## config.mk

```make
export PLATFORM = sky130hd
export DESIGN_NAME = io_scan_dma
export DESIGN_NICKNAME = d
export VERILOG_FILES = /design/src/rtl/io_scan_dma_pkg.sv /design/src/rtl/io_scan_dma.sv
export SDC_FILE = /design/constraint.sdc
export NUM_CORES = 1
export LEC_CHECK = 0
export ABC_AREA = 1
export ABC_CLOCK_PERIOD_IN_PS = 5100
export CAP_MARGIN = 20
export CORE_AREA = 10 10 91 93
export CTS_BUF_LIST = sky130_fd_sc_hd__clkbuf_16
export CTS_CLUSTER_DIAMETER = 200
export DETAILED_ROUTE_END_ITERATION = 12
export DIE_AREA = 0 0 101 103
export HOLD_SLACK_MARGIN = 0.15
export PLACE_DENSITY = 0.68
export SYNTH_ARGS = -nofsm -noshare
export SYNTH_HDL_FRONTEND = slang
export SYNTH_SLANG_ARGS = --single-unit
```

## constraint.sdc

```tcl
create_clock -name CLK -period 5.1 [get_ports CLK]
set_input_delay 1.02 -clock CLK [delete_from_list [all_inputs] [get_ports CLK]]
set_output_delay 1.02 -clock CLK [all_outputs]
set_load 0.1 [all_outputs]
```

## src/rtl/io_scan_dma_pkg.sv

```systemverilog
// -----------------------------------------------------------------------------
// io_scan_dma_pkg
//   Shared definitions for the PLC I/O scan engine:
//     - scan FSM state encodings
//     - MODE field constants and decode helpers
//     - clog2 / counter-width helpers used at elaboration time
// -----------------------------------------------------------------------------
package io_scan_dma_pkg;

  typedef enum logic [2:0] {
    ST_IDLE    = 3'd0,
    ST_WR_IN   = 3'd1,
    ST_RD_OUT  = 3'd2,
    ST_RD_WAIT = 3'd3,
    ST_FIN     = 3'd4
  } scan_state_t;

  // MODE field: 00 inputs only, 01 outputs only, 1x inputs then outputs.
  localparam logic [1:0] MODE_IN   = 2'b00;
  localparam logic [1:0] MODE_OUT  = 2'b01;
  localparam logic [1:0] MODE_BOTH = 2'b10;

  // Ceiling log2; clog2(1) = 0.
  function automatic int clog2(input int value);
    int v;
    int r;
    v = value - 1;
    r = 0;
    while (v > 0) begin
      r = r + 1;
      v = v >> 1;
    end
    return r;
  endfunction

  // Width of a counter that indexes max(a,b) items, never narrower than 1 bit.
  function automatic int cnt_width(input int a, input int b);
    int m;
    int w;
    m = (a > b) ? a : b;
    w = clog2(m);
    return (w < 1) ? 1 : w;
  endfunction

  // A scan writes the input image for every mode except outputs-only.
  function automatic logic mode_has_in(input logic [1:0] m);
    return (m != MODE_OUT);
  endfunction

  // A scan reads the output image for outputs-only and for both 1x codes.
  function automatic logic mode_has_out(input logic [1:0] m);
    return (m == MODE_OUT) || ((m & MODE_BOTH) == MODE_BOTH);
  endfunction

endpackage

```

## src/rtl/io_scan_dma.sv

```systemverilog
// -----------------------------------------------------------------------------
// io_scan_dma
//   DMA scan engine between the PLC physical I/O pins and the 1-bit-wide image
//   memory. Each accepted SCAN_REQ snapshots PIN and writes it bit-serially to
//   the input image, reads the output image back into a shadow register and
//   then commits all outputs to POUT in one edge, so POUT never shows a
//   partially updated pattern. SAFE forces POUT to OUT_SAFE at every edge.
//
// Ports
//   CLK       in   1      clock, rising edge
//   CLR       in   1      synchronous reset, active-high
//   SCAN_REQ  in   1      start a scan (only looked at in IDLE)
//   MODE      in   2      00 inputs, 01 outputs, 1x both; latched with SCAN_REQ
//   SAFE      in   1      force POUT=OUT_SAFE, discard commit
//   BUSY      out  1      engine owns the image memory port
//   DONE      out  1      one-cycle pulse at scan end
//   PIN       in   N_IN   physical inputs (already synchronised)
//   POUT      out  N_OUT  registered physical outputs
//   IM_A      out  AW     image memory address
//   IM_DI     out  1      image write data
//   IM_WE     out  1      image write enable
//   IM_DQ     in   1      image read data, one cycle after IM_A
// -----------------------------------------------------------------------------
module io_scan_dma
  import io_scan_dma_pkg::*;
#(
  parameter int               N_IN     = 16,
  parameter int               N_OUT    = 16,
  parameter int               AW       = 5,
  parameter int               IN_BASE  = 0,
  parameter int               OUT_BASE = 16,
  parameter logic [N_OUT-1:0] OUT_RST  = '0,
  parameter logic [N_OUT-1:0] OUT_SAFE = '0
) (
  input  logic             CLK,
  input  logic             CLR,
  input  logic             SCAN_REQ,
  input  logic [1:0]       MODE,
  input  logic             SAFE,
  output logic             BUSY,
  output logic             DONE,
  input  logic [N_IN-1:0]  PIN,
  output logic [N_OUT-1:0] POUT,
  output logic [AW-1:0]    IM_A,
  output logic             IM_DI,
  output logic             IM_WE,
  input  logic             IM_DQ
);

  // Shared scan counter covers the longer of the two bit phases.
  localparam int CW = cnt_width(N_IN, N_OUT);
  // Index widths that exactly fit the snapshot and shadow vectors.
  localparam int IW = cnt_width(N_IN, 1);
  localparam int OW = cnt_width(N_OUT, 1);

  localparam logic [CW-1:0] IN_LAST    = CW'(N_IN - 1);
  localparam logic [CW-1:0] OUT_LAST   = CW'(N_OUT - 1);
  localparam logic [AW-1:0] IN_BASE_A  = AW'(IN_BASE);
  localparam logic [AW-1:0] OUT_BASE_A = AW'(OUT_BASE);

  // Image ranges are fixed at build time, so a bad map is rejected at
  // elaboration instead of being checked in hardware.
  if ((N_IN < 1) || (N_OUT < 1) ||
      (IN_BASE + N_IN > (1 << AW)) || (OUT_BASE + N_OUT > (1 << AW))) begin : g_range_err
    $error("io_scan_dma: channel range does not fit the %0d-bit image address space", AW);
  end

  scan_state_t      state_reg;
  logic [1:0]       mode_reg;
  logic [CW-1:0]    cnt_reg;
  logic [N_IN-1:0]  snap_reg;
  logic [N_OUT-1:0] shadow_reg;

  logic [CW-1:0]    cnt_inc;
  logic [IW-1:0]    snap_idx;
  logic [OW-1:0]    shadow_idx;
  logic [N_OUT-1:0] commit_next;

  assign cnt_inc    = cnt_reg + 1'b1;
  // Address/data registers run one step ahead of the state, so the write
  // phase presents the bit for the *next* count value.
  assign snap_idx   = IW'(cnt_inc);
  // Read data lags the address by one cycle, so it lands one slot behind.
  assign shadow_idx = OW'(cnt_reg - 1'b1);

  // Last output bit arrives on IM_DQ in RD_WAIT; merge it straight into the
  // committed word rather than waiting another cycle for the shadow.
  always_comb begin
    commit_next          = shadow_reg;
    commit_next[N_OUT-1] = IM_DQ;
  end

  always_ff @(posedge CLK) begin
    if (CLR) begin
      state_reg  <= ST_IDLE;
      mode_reg   <= MODE_IN;
      cnt_reg    <= '0;
      snap_reg   <= '0;
      shadow_reg <= '0;
      BUSY       <= 1'b0;
      DONE       <= 1'b0;
      IM_WE      <= 1'b0;
      IM_A       <= '0;
      IM_DI      <= 1'b0;
      POUT       <= OUT_RST;
    end else begin
      DONE <= 1'b0;

      case (state_reg)
        ST_IDLE: begin
          if (SCAN_REQ) begin
            snap_reg <= PIN;
            mode_reg <= MODE;
            cnt_reg  <= '0;
            BUSY     <= 1'b1;
            if (!mode_has_in(MODE)) begin
              state_reg <= ST_RD_OUT;
              IM_A      <= OUT_BASE_A;
              IM_WE     <= 1'b0;
              IM_DI     <= 1'b0;
            end else begin
              state_reg <= ST_WR_IN;
              IM_A      <= IN_BASE_A;
              IM_WE     <= 1'b1;
              IM_DI     <= PIN[0];
            end
          end
        end

        ST_WR_IN: begin
          if (cnt_reg == IN_LAST) begin
            cnt_reg <= '0;
            IM_WE   <= 1'b0;
            IM_DI   <= 1'b0;
            if (mode_has_out(mode_reg)) begin
              state_reg <= ST_RD_OUT;
              IM_A      <= OUT_BASE_A;
            end else begin
              state_reg <= ST_FIN;
              IM_A      <= '0;
              DONE      <= 1'b1;
            end
          end else begin
            cnt_reg <= cnt_inc;
            IM_A    <= IN_BASE_A + AW'(cnt_inc);
            IM_DI   <= snap_reg[snap_idx];
          end
        end

        ST_RD_OUT: begin
          if (cnt_reg != '0) begin
            shadow_reg[shadow_idx] <= IM_DQ;
          end
          if (cnt_reg == OUT_LAST) begin
            state_reg <= ST_RD_WAIT;
            cnt_reg   <= '0;
            IM_A      <= '0;
          end else begin
            cnt_reg <= cnt_inc;
            IM_A    <= OUT_BASE_A + AW'(cnt_inc);
          end
        end

        ST_RD_WAIT: begin
          shadow_reg[N_OUT-1] <= IM_DQ;
          if (!SAFE) begin
            POUT <= commit_next;
          end
          state_reg <= ST_FIN;
          DONE      <= 1'b1;
        end

        ST_FIN: begin
          state_reg <= ST_IDLE;
          BUSY      <= 1'b0;
        end

        default: begin
          state_reg <= ST_IDLE;
          BUSY      <= 1'b0;
          IM_WE     <= 1'b0;
          IM_A      <= '0;
          IM_DI     <= 1'b0;
        end
      endcase

      // Safe override wins over any commit made above in the same edge.
      if (SAFE) begin
        POUT <= OUT_SAFE;
      end
    end
  end

endmodule

```

After elaboration in Yosys (flattened, before gate mapping)

Index checks and enable logic that the tools add are counted.

Input port bits: 23
Output and inout port bits: 25
Register bits: 66
Word-level logic and storage cells: 87

Bitwise operators: 3
Add/sub/neg operators: 3
Order comparisons: 3
Equality and inequality tests: 11
Muxes and demuxes: 35
Reductions and logical operators: 20

Operators by type and width:

| cell                  | count |
|---|---|
| $mux W5               | 5 |
| $pmux W5 S4           | 1 |
| $bwmux W16            | 1 |
| $mux W16              | 1 |
| $reduce_and A2 Y1     | 7 |
| $mux W3               | 4 |
| $pmux W3 S4           | 1 |
| $mux W1               | 11 |
| $lt A4 B5 Y1 const B  | 2 |
| $mux W4               | 2 |
| $ne A2 B2 Y1 const B  | 4 |
| $pmux W4 S2           | 1 |
| $eq A3 B2 Y1 const B  | 2 |
| $pmux W1 S2           | 3 |
| $pmux W1 S3           | 2 |
| $reduce_and A3 Y1     | 2 |
| $reduce_or A2 Y1      | 3 |
| $reduce_or A3 Y1      | 2 |
| $add A5 B4 Y5 const A | 1 |
| $add A4 B1 Y4 const B | 1 |
| $bmux W1 S4           | 1 |
| $demux W1 S4          | 1 |
| $eq A4 B4 Y1 const B  | 1 |
| $ge A4 B1 Y1 const B  | 1 |
| 12 further kinds      | 15 |

Longest topological paths before layout

Gate-level depths: netlist of the first run.

Depth after elaboration: 8
Mapped depth: 12

Worst setup path before layout of the first run

Ideal clock, no wire load.

Path kind: reg2out
From: register POUT[4]
To: output port POUT[4]
Cell stages (with the launch flop): 1
Data required time: 4.080 ns
Arrival: 0.925 ns
Setup slack: 3.155 ns
Path buffers: 0
Cells stage by stage: dfxtp_1

RTL lines:

| what                   | line               | source |
|---|---|---|
| from (decl)            | io_scan_dma.sv:43  | `output logic [N_OUT-1:0] POUT,` |
| from (signal assigned) | io_scan_dma.sv:167 | `POUT <= commit_next;` |

No word-level cell between the ends.

Worst setup path in the final report of the first run

From: register IM_A[0]
To: output port IM_A[0]

RTL lines:

| what                   | line               | source |
|---|---|---|
| from (decl)            | io_scan_dma.sv:44  | `output logic [AW-1:0] IM_A,` |
| from (signal assigned) | io_scan_dma.sv:145 | `IM_A <= IN_BASE_A + AW'(cnt_inc);` |
| from (signal assigned) | io_scan_dma.sv:160 | `IM_A <= OUT_BASE_A + AW'(cnt_inc);` |

No word-level cell between the ends.

==> results.cfg, run 1 <==
[outcome]
outcome = finished clean

[timing]
period_share_pct = 55.5
skew_ns = 0.00333
rsz0062_at_grt = false
maxSlewHeadroom_pct = 34.3
whs_ns = 0.449
finalSetupTns_ns = 0
finalHoldViolCount = 0
worstMarginPinSlew_ns = 0.982
setup_viol = 0
fmax_mhz = 353
period_needed_ns = 2.83
final_max_slew_viol_count = 0

[die]
dieArea_um2 = 10400
die_w_um = 101
core_um2 = 6570
placementRows = 30
start_util_pct = 43.2
die_h_um = 103
io_pins = 48

[critical_path]
critPathArrivalTime_ns = 1.81
start_kind = flop
path_max_fanout = 2
reg2regPathDepth = 8
path_buf_inv = 1
crit_cells = 1
cp-end-kind = output port
max_stage_delay_ns = 1.14
path_class = reg2out
crit_chain = clkdlybuf4s50_1
critical-path-top-delay-family = buffers and inverters
crit_slowest_cell = clkdlybuf4s50_1
required_ns = 4.08

[power_and_ir_drop]
p_switching_uw = 781
powerDensity_nw_per_um2 = 542
power.internal_mw = 1.21
switching_share_pct = 39.3
combinationalPowerShare_pct = 36.0
ir_drop_uv = 355
clockPowerShare_pct = 32.1
pwr-share-seq_pct = 31.8
power.leakage_nw = 1.54

[clock_tree]
cts_hold_buf = 0
post_cts_resized = 0
cts.sinks = 65
clock_latency_ns = 0.33
clockBufferDepth = 2
cts_tree = built
cts_buffers = 9
postCtsSetupBuffers = 0
cts_root_buf = clkbuf_16
cts.clk_slew.worst_paths_ns = 0.05
htreeDepth = 3

[cells_and_area]
multi_input_area_um2 = 1280
insertedDiodeCount = 0
nets = 451
seqCellArea_um2 = 1300
area_delta_synth_final_pct = 29.3
nFillCells = 620
drive_above_1_share_pct = 5.85

[logic_synthesis]
synth_top_family_by_area = simple AND/OR/NAND/NOR gates
synthTopCellsByCount = dfxtp_1, o21ai_0, a21oi_1, nor2_1
synth_simple_gate_area_share_pct = 21.2
synth-warning-count = 0
syn_nets = 409
synth_seq_area_share_pct = 45.9
synthCells = 380
netlist_area_um2 = 2840
synth_xor_area_share_pct = 2.51
synth_top_area_cell = dfxtp_1
synth.area.top_cells = dfxtp_1, o21ai_0, a21oi_1
ys.flop_type = dfxtp_1
synthArstFlopShare_pct = 0
synth_compound_area_share_pct = 18.8
yosysMostFrequentCell = dfxtp_1
synth_top_area_share_pct = 45.9
synth-edff-count = 0
synth.distinct_cells = 23
yosys.area_share.adder_pct = 2.65
synth_seq_cells = 65
synth_mux_area_share_pct = 0
avgSynthCellArea_um2 = 7.46

[min_path]
whs_path_depth = 2
hold_class = reg2reg

[routing]
drtAntennaViolNets = 0
drt_first_pass_iters = 4
via_per_inst = 4.92
remaining_drc_errors = 0
vias = 2493
routed_wl_um = 6520
first_iter_violations = 83
wl_per_cell_um = 12.9

[global_route]
antenna_found_initial = 0
grt_usage_pct = 12.7
grt_max_degree = 36
grt_first_pass_wirelength_um = 10700
grt_overflow = 0
grt_pass1_vias = 2433

[placed_design]
port_buffers = 47
gp_congestion = 0.836
hpwl_um = 4520

[flow_run]
drv_cap = 0
-- cells by family after synthesis --
family,count (synthesis)
xor+xnor,6
compound gates,105
simple gates,134
fa+ha+maj,6
flops,65
buf+inv,64
-- through the flow --
step | instance area (um2) | cells | setup WS (ns) | utilization [%] | power (mW)
2_1_floorplan | 2840 | 380 | 3.16 | - | 1.20
3_3_place_gp | 3330 | 490 | 1.87 | 50.7 | 1.34
3_5_place_dp | 3330 | 490 | 1.81 | 50.7 | 1.35
4_1_cts | 3640 | 506 | 2.15 | 55.4 | 2.00
5_1_grt | 3670 | 507 | 2.22 | 55.8 | 2.11
6_report | 3670 | 507 | 2.27 | 55.8 | 1.99
-- layer usage --
metal / vias to the layer above / part of all wire [%] / wire length (um) / GRT usage [%]
li1: 1319 / - / - / -
met1: 1112 / 44 / 2880 / 13.8
met2: 55 / 49 / 3190 / 22.4
met3: 7 / 6.0 / 394 / 5.36
met4: 0 / 0.89 / 58 / 3.22
met5: - / 0 / 0 / 0
-- final timing paths --
| path | startpoint | to | slack, ns |
|---|---|---|---|
| worst max-delay path | IM_A[0] | IM_A[0] | 2.27 |
| worst min-delay path | IM_WE | IM_WE | 0.45 |
| worst max register to register | cnt_reg[0] | shadow_reg[9] | 2.68 |
| worst min register to register | IM_WE | IM_WE | 0.45 |
-- power groups by stage --
stage                     registers [mW]  clock network, mW  logic [mW]
after floorplan                    0.784                  0       0.418
after global routing               0.641              0.663       0.804
final                              0.633              0.639       0.717
after detailed placement           0.642                  0       0.710
after CTS                          0.632              0.647       0.716
after global placement             0.640                  0       0.704
-- cell type report --
type	instances	area share, %
flip-flops and latches	65	35.5
clock buffers	9	6.14
clock inverters	7	2.32
well taps	80	2.73
inverters	47	4.81
repair buffers	48	13.6
multi-input cells	251	34.9
-- cells in the final DEF, fill, tap and decap left out, types with 3 or more instances in the layout --
master           instances
xor2_1                   4
dfxtp_1                 65
clkdlybuf4s50_1         47
nand3_1                 32
nand2_1                 46
o21ai_0                 52
nor2_1                  48
ha_1                     6
clkinv_2                 5
inv_1                   46
a21oi_1                 49
clkbuf_16                9
nor3_1                   3
(Power assumes the default switching activity.)
==> run 2: changes to the inputs <==
--- a/config.mk
+++ b/config.mk
@@ -6,7 +6,7 @@
 export NUM_CORES = 1
 export LEC_CHECK = 0
 export ABC_AREA = 1
-export ABC_CLOCK_PERIOD_IN_PS = 5100
+export ABC_CLOCK_PERIOD_IN_PS = 2900
 export CAP_MARGIN = 20
 export CORE_AREA = 10 10 91 93
 export CTS_BUF_LIST = sky130_fd_sc_hd__clkbuf_16
==> constraint.sdc (replaced) <==
create_clock -name CLK -period 2.9 [get_ports CLK]
set_input_delay 0.58 -clock CLK [delete_from_list [all_inputs] [get_ports CLK]]
set_output_delay 0.58 -clock CLK [all_outputs]
set_load 0.1 [all_outputs]
==> results.cfg, run 2 (synthesized netlist as in run 1, its figures left out) <==
[critical_path]
reg2regPathDepth = 8
critPathArrivalTime_ns = 2.30
cp-end-kind = flop
path_class = in2reg
required_ns = 3.16
path_max_fanout = 35
start_kind = input pin
r2r_end = cnt_reg[0]
r2r_start = state_reg[2]
ff2ff_setup_slack_ns = 0.92

[cells_and_area]
area_delta_synth_final_pct = 26.7
layout_common_cells = dfxtp_1, o21ai_0, a21oi_1
layout_commonest_cell = dfxtp_1
drive_above_1_share_pct = 11.2
insertedDiodeCount = 0
fin_area_um2 = 3590
nets = 452

[clock_tree]
post_cts_resized = 0
clockBufferDepth = 2
cts_root_buf = clkbuf_16
htreeDepth = 3
cts_hold_buf = 0
cts_buffers = 9
cts.sinks = 65
postCtsSetupBuffers = 0
cts.clk_slew.worst_paths_ns = 0.06
clock_latency_ns = 0.33
cts_tree = built

[timing]
fmax_mhz = 490
period_share_pct = 70.4
final_max_slew_viol_count = 0
skew_ns = 0.00509
rsz0062_at_grt = false
finalWorstSetupSlack_ns = 0.859
worstMarginPinSlew_ns = 0.864
finalHoldViolCount = 0
maxSlewHeadroom_pct = 42.3
period_needed_ns = 2.04
setup_viol = 0
finalSetupTns_ns = 0

[die]
die_w_um = 101
die_h_um = 103
dieArea_um2 = 10400
placementRows = 30
start_util_pct = 43.2
io_pins = 48
core_um2 = 6570

[global_route]
grt_pass1_vias = 2331
grt_first_pass_wirelength_um = 10600
grt_usage_pct = 12.6
grt_max_degree = 36
antenna_found_initial = 0
grt_overflow = 0

[placed_design]
hpwl_um = 4590
port_buffers = 47
place_area_um2 = 3280
dp_slack_ns = 0.531
gp_congestion = 0.827

[min_path]
whs_endpoint = snap_reg[8]
whs_path_depth = 2
min_from = snap_reg[8]
hold_class = reg2reg

[routing]
routed_wl_um = 6370
remaining_drc_errors = 0
drt_first_pass_iters = 4
vias = 2520
via_per_inst = 4.96
wl_per_cell_um = 12.5
drtAntennaViolNets = 0
first_iter_violations = 78

[flow_run]
drv_cap = 0

[power_and_ir_drop]
ir_drop_uv = 621
powerDensity_nw_per_um2 = 970
power.leakage_nw = 1.58

[outcome]
outcome = finished clean
[run 2: cell count changes in the layout (fill, tap and decap cells not counted)]
cell	change
buf_16	-1
buf_4	+27
clkdlybuf4s50_1	-25
clkinv_1	+1
clkinv_2	-5
clkinv_4	+1
clkinvlp_4	+1
inv_1	+2
[run 2: how the worst max path moves through the flow]
stage	startpoint	depth (start not counted)	slack (ns)	to
global route	SCAN_REQ	8	0.64	cnt_reg[3]
detailed placement	SCAN_REQ	8	0.53	cnt_reg[0]
global placement	SCAN_REQ	8	0.60	cnt_reg[2]
floorplan	cnt_reg[0]	9	0.99	shadow_reg[8]
CTS	state_reg[0]	8	0.85	IM_WE
finish	SCAN_REQ	8	0.86	cnt_reg[0]
[run 2: where the power goes]
group | leakage, nW | switching [mW] | internal, mW
clock | 0.156 | 0.384 | 0.744
combinational | 0.899 | 0.925 | 0.347
sequential | 0.529 | 0.0609 | 1.03
[run 2: layout make-up]
type,count,area [um2]
Tap cell,80,100
Fill cell,645,2970
Multi-Input combinational cell,251,1280
Clock buffer,9,225
Sequential cell,65,1300
Inverter,47,176
Clock inverter,7,87.6
Timing Repair Buffer,49,423
[run 2: per-stage QoR]
step | power, mW | utilization, % | std cells | hold WS, ns
final | 3.49 | 54.7 | 508 | 0.453
after global routing | 3.71 | 54.7 | 508 | 0.473
after CTS | 3.51 | 54.7 | 508 | 0.456
after detailed placement | 2.38 | 50.0 | 492 | 0.441
after global placement | 2.37 | 50.0 | 492 | 0.440
after floorplan | 2.11 | - | 380 | 0.429
[run 2: layer usage]
layer  global-route usage [%]  vias up  wire (um)
li1                         -     1321          -
met4                     5.57        0        136
met2                     20.7       53       3020
met3                     4.76       17        348
met1                     14.4     1129       2860
met5                        0        -          0
[run 2: critical path, stage by stage]
cell and delay (ns):
clkdlybuf4s50_1 0.41, inv_1 0.09, nor2_1 0.08, inv_1 0.63
nand2_1 0.16, inv_1 0.15, nand2_1 0.07, a21oi_1 0.12
